`config.mk`:
```
export PLATFORM = sky130hd
export DESIGN_NAME = vocab_prefix_matcher
export DESIGN_NICKNAME = d
export VERILOG_FILES = /design/src/rtl/vocab_prefix_matcher.sv
export SDC_FILE = /design/constraint.sdc
export NUM_CORES = 1
export LEC_CHECK = 0
export CAP_MARGIN = 20
export CORE_ASPECT_RATIO = 1.2
export CORE_MARGIN = 3
export CORE_UTILIZATION = 40
export CTS_BUF_LIST = sky130_fd_sc_hd__clkbuf_4
export DETAILED_ROUTE_END_ITERATION = 10
export MAX_ROUTING_LAYER = met4
export PLACE_DENSITY_LB_ADDON = 0.25
export SLEW_MARGIN = 30
export SYNTH_ARGS = -nofsm -noshare
export SYNTH_HDL_FRONTEND = slang
export SYNTH_SLANG_ARGS = --single-unit
export TNS_END_PERCENT = 10
```
`constraint.sdc`:
```
create_clock -name clk -period 3.3 [get_ports clk]
set_input_delay 0.66 -clock clk [delete_from_list [all_inputs] [get_ports clk]]
set_output_delay 0.66 -clock clk [all_outputs]
set_load 0.05 [all_outputs]
```
`src/rtl/vocab_prefix_matcher.sv`:
```
`default_nettype none
// ============================================================================
// Module      : vocab_prefix_matcher
// Description : Scans a vocab RAM one entry per cycle and returns the longest
//               or first entry that is a prefix of the input window.
// Revision    : 1.0 - initial release
// ============================================================================
module vocab_prefix_matcher #(
  parameter int SYM_WIDTH   = 8,
  parameter int MAX_LEN     = 4,
  parameter int VOCAB_DEPTH = 16,
  parameter int ID_WIDTH    = $clog2(VOCAB_DEPTH),
  parameter int LEN_WIDTH   = $clog2(MAX_LEN + 1)
) (
  input  logic                         clk,
  input  logic                         rst,
  input  logic                         start,
  input  logic                         mode,
  input  logic [MAX_LEN*SYM_WIDTH-1:0] win_data,
  input  logic [LEN_WIDTH-1:0]         win_len,
  output logic                         vocab_rd,
  output logic [ID_WIDTH-1:0]          vocab_addr,
  input  logic [MAX_LEN*SYM_WIDTH-1:0] vocab_data,
  input  logic [LEN_WIDTH-1:0]         vocab_len,
  output logic                         busy,
  output logic                         done,
  output logic                         found,
  output logic [ID_WIDTH-1:0]          tok_id,
  output logic [LEN_WIDTH-1:0]         tok_len
);

  localparam logic [1:0] c_s_idle  = 2'd0;
  localparam logic [1:0] c_s_scan  = 2'd1;
  localparam logic [1:0] c_s_drain = 2'd2;
  localparam logic [1:0] c_s_fin   = 2'd3;

  localparam logic [ID_WIDTH-1:0]  c_last_addr = ID_WIDTH'(VOCAB_DEPTH - 1);
  localparam logic [LEN_WIDTH-1:0] c_max_len   = LEN_WIDTH'(MAX_LEN);

  logic [1:0]                   r_state;
  logic                         r_mode;
  logic [MAX_LEN*SYM_WIDTH-1:0] r_win;
  logic [LEN_WIDTH-1:0]         r_wlen;
  logic                         r_cmp_valid;
  logic [ID_WIDTH-1:0]          r_cmp_idx;

  logic [MAX_LEN-1:0] w_sym_ok;
  logic               w_match;
  logic               w_update;
  logic               w_term;
  logic               w_win_bad;

  // Symbols beyond the entry length are don't-care.
  for (genvar i = 0; i < MAX_LEN; i++) begin : g_sym
    localparam logic [LEN_WIDTH-1:0] c_idx = LEN_WIDTH'(i);
    assign w_sym_ok[i] = (c_idx >= vocab_len) ||
                         (vocab_data[i*SYM_WIDTH +: SYM_WIDTH] == r_win[i*SYM_WIDTH +: SYM_WIDTH]);
  end

  assign w_match   = (vocab_len != '0) && (vocab_len <= r_wlen) && (&w_sym_ok);
  assign w_update  = r_cmp_valid && w_match && (r_mode || (vocab_len > tok_len));
  // A full-window match cannot be beaten, so longest mode stops there too.
  assign w_term    = w_update && (r_mode || (vocab_len == r_wlen));
  assign w_win_bad = (win_len == '0) || (win_len > c_max_len);

  always_ff @(posedge clk or posedge rst) begin
    if (rst) begin
      r_state     <= c_s_idle;
      r_mode      <= 1'b0;
      r_win       <= '0;
      r_wlen      <= '0;
      r_cmp_valid <= 1'b0;
      r_cmp_idx   <= '0;
      vocab_rd    <= 1'b0;
      vocab_addr  <= '0;
      busy        <= 1'b0;
      done        <= 1'b0;
      found       <= 1'b0;
      tok_id      <= '0;
      tok_len     <= '0;
    end else begin
      if (w_update) begin
        found   <= 1'b1;
        tok_id  <= r_cmp_idx;
        tok_len <= vocab_len;
      end
      case (r_state)
        c_s_idle: begin
          done        <= 1'b0;
          r_cmp_valid <= 1'b0;
          if (start) begin
            r_mode  <= mode;
            r_win   <= win_data;
            r_wlen  <= win_len;
            found   <= 1'b0;
            tok_id  <= '0;
            tok_len <= '0;
            if (w_win_bad) begin
              r_state <= c_s_fin;
              done    <= 1'b1;
            end else begin
              r_state    <= c_s_scan;
              busy       <= 1'b1;
              vocab_rd   <= 1'b1;
              vocab_addr <= '0;
            end
          end
        end
        c_s_scan: begin
          r_cmp_idx <= vocab_addr;
          if (w_term) begin
            // The read issued this cycle is speculative; its data is dropped.
            r_state     <= c_s_fin;
            r_cmp_valid <= 1'b0;
            vocab_rd    <= 1'b0;
            vocab_addr  <= '0;
            busy        <= 1'b0;
            done        <= 1'b1;
          end else if (vocab_addr == c_last_addr) begin
            r_state     <= c_s_drain;
            r_cmp_valid <= 1'b1;
            vocab_rd    <= 1'b0;
            vocab_addr  <= '0;
          end else begin
            r_cmp_valid <= 1'b1;
            vocab_addr  <= vocab_addr + 1'b1;
          end
        end
        c_s_drain: begin
          r_state     <= c_s_fin;
          r_cmp_valid <= 1'b0;
          busy        <= 1'b0;
          done        <= 1'b1;
        end
        default: begin
          r_state <= c_s_idle;
          done    <= 1'b0;
        end
      endcase
    end
  end

endmodule
`default_nettype wire

```
==> impl_metrics.toml <==
[outcome]
status = "completed"

[synthesis]
synth_top_cell_area_share_pct = 47.4
async_flop_share_pct = 100
synth-edff-count = 0
synthTopCellsByArea = "dfrtp_1, nand2_1, xor2_1, ha_1, xnor2_1"
ys_seq_elements = 58
synth_area_leader_cell = "dfrtp_1"
synthCells = 340
avgSynthCellArea_sq_um = 9.01
ys.flop_type = "dfrtp_1"
netlist_area_sq_um = 3060
seq_area_frac_synth_pct = 47.4
synth_cell_types = 39
syn_nets = 426
yosys_warnings = 0

[timing]
clock_skew_ns = 0.0120
holdWs_ns = 0.502
finalCriticalPeriod_ns = 2.70
slew_violations = 0
fin_crit_sh_pct = 81.9
tns_ns = 0
rsz0062_at_grt = "no"
final_hold_viol_count = 0
tightest_slew_ns = 0.634
fmax_ghz = 0.370
relSlewSlack_pct = 57.7
setup_viol = 0

[finish]
syn2layout_area_growth_pct = 37.0
seqCellArea_sq_um = 1450
final_cell_mix = "nand2_1, clkdlybuf4s50_1, dfrtp_1"
final_nets = 520
multi_input_area_sq_um = 1520
drive_above_1_share_pct = 7.97
final_cell_area_sq_um = 4200
diodes = 0
final_common_cell = "nand2_1"
n_fill_cell = 649

[setup_path]
path_max_fanout = 5
rr_worst_depth = 7
start_kind = "input pin"
r2r_slack_ns = 0.91
crit_type = "input pin to register"
r2r_end = "r_state[1]"
required_ns = 3.58
reg2reg_from = "r_win[15]"
arrival_ns = 2.98
cp-end-kind = "register"

[route]
first_pass_iters = 4
vias = 2591
drt_iter0_drc = 113
viasPerCell = 4.90
routed_wl_um = 7320
drc = 0
post_drt_wl_per_cell_um = 13.8
ant_nets = 0

[floorplanning]
io_pins = 89
core_sq_um = 7360
fp.dieW_um = 85.9
initial_utilization_pct = 41.6
num_rows = 34
die_y_um = 102
dieArea_sq_um = 8750

[clock_network]
insertion_delay_ns = 0.40
cts.clk_slew.worst_paths_ns = 0.10
cts_hold_buf = 0
cts_buffers = 9
cts_resized = 0
post_cts_buffers = 0
cts.htree.levels = 3
root_buffer = "clkbuf_4"
cts_tree = "yes"
numClockSinks = 58
clk_path_buf_depth = 2

[global_routing]
grt_max_degree = 35
track_usage_pct = 17.9
antenna_found_initial = 0
grt_use_met1_pct = 20.4
grt_pass1_vias = 2584
use_met2_pct = 30.0
busiest_layer = "met2"
use_met3_pct = 4.19
grt_pass1_wl_um = 11700
grt-ovfl-total = 0

[place]
dpl.hpwl_um = 5530
gp_congestion = 0.886
port_buffers = 88
placedInstanceArea_sq_um = 4070

[min_path]
hold_end = "r_win[2]"
min_from = "r_win[2]"
whs_path_depth = 2
hp-class = "register to register"

[power]
p_leak_nw = 1.95
power_density_nw_per_um2 = 693
ir_worst_vdd_mv = 0.358

[flow_run]
maxCapViolCount = 0
==> metrics by stage <==
stage          total power (W)  setup slack [ns]  cells  util (%)
2_1_floorplan          0.00206             0.843    340         -
3_3_place_gp           0.00240             0.241    513      55.3
3_5_place_dp           0.00244             0.189    513      55.3
4_1_cts                0.00294             0.614    529      57.1
5_1_grt                0.00314             0.524    529      57.1
6_report               0.00291             0.596    529      57.1
==> metal layers <==
layer  vias to the layer above  routed length, um
met4                         0                160
li1                       1301                  -
met2                        60               3800
met1                      1218               3070
met5                         -                  0
met3                        12                293
==> synth_stat cells, drive strengths merged (4+ instances only) <==
library cell  count
mux2i             8
clkbuf            7
dfrtp            58
mux2              6
inv              12
nand2           117
ha               12
xor2             18
nand4             5
o21ai             9
a21oi            13
nor2             21
a31oi             4
xnor2            16
nor4              4
buf               4
==> worst max-delay path by stage <==
stage | start | endpoint | cells after the start
final | vocab_len[1] | r_state[1] | 8
after CTS | vocab_len[1] | r_state[1] | 8
after detailed placement | vocab_len[1] | r_state[1] | 8
after global routing | vocab_len[1] | r_state[1] | 8
after floorplan | tok_len[1] | r_state[0] | 9
after global placement | vocab_len[1] | r_state[1] | 8
==> flip-flops by register name, summed over array words and instances, names as in the netlist, 2 cells and up <==
| signal | count |
|---|---|
| vocab_addr | 4 |
| tok_len | 3 |
| r_win | 32 |
| r_wlen | 3 |
| tok_id | 4 |
| r_cmp_idx | 4 |
| r_state | 2 |
==> report_power, final <==
part           total, W  internal (W)  switching [W]
clock          0.000489      0.000222       0.000267
sequential      0.00117      0.000975       0.000194
combinational   0.00125      0.000558       0.000693
total           0.00291       0.00175        0.00115
==> cell families after synthesis <==
logic type	share of synthesized area [%]
AOI/OAI and AO/OA	7.72
xor gates and xnor gates	9.72
adders and majority gates	4.90
buffers and inverters	2.94
DFF	47.4
muxes	4.82
and+or+nand+nor	22.5
==> critical path: stages <==
cell	delay [ns]
clkdlybuf4s50_1	0.57
nor2_1	0.10
a21o_1	0.20
or4_4	0.52
nor4_4	0.30
a21oi_2	0.12
a21oi_2	0.19
mux2_1	0.33
==> final cells by class <==
type,instances,share of cell area (%)
Multi-Input combinational cell,259,36.3
Tap cell,90,2.68
Sequential cell,58,34.6
Timing Repair Buffer,94,22.3
Inverter,12,1.07
Clock buffer,9,1.61
Clock inverter,7,1.43
Power figures use the tool's default switching activity.
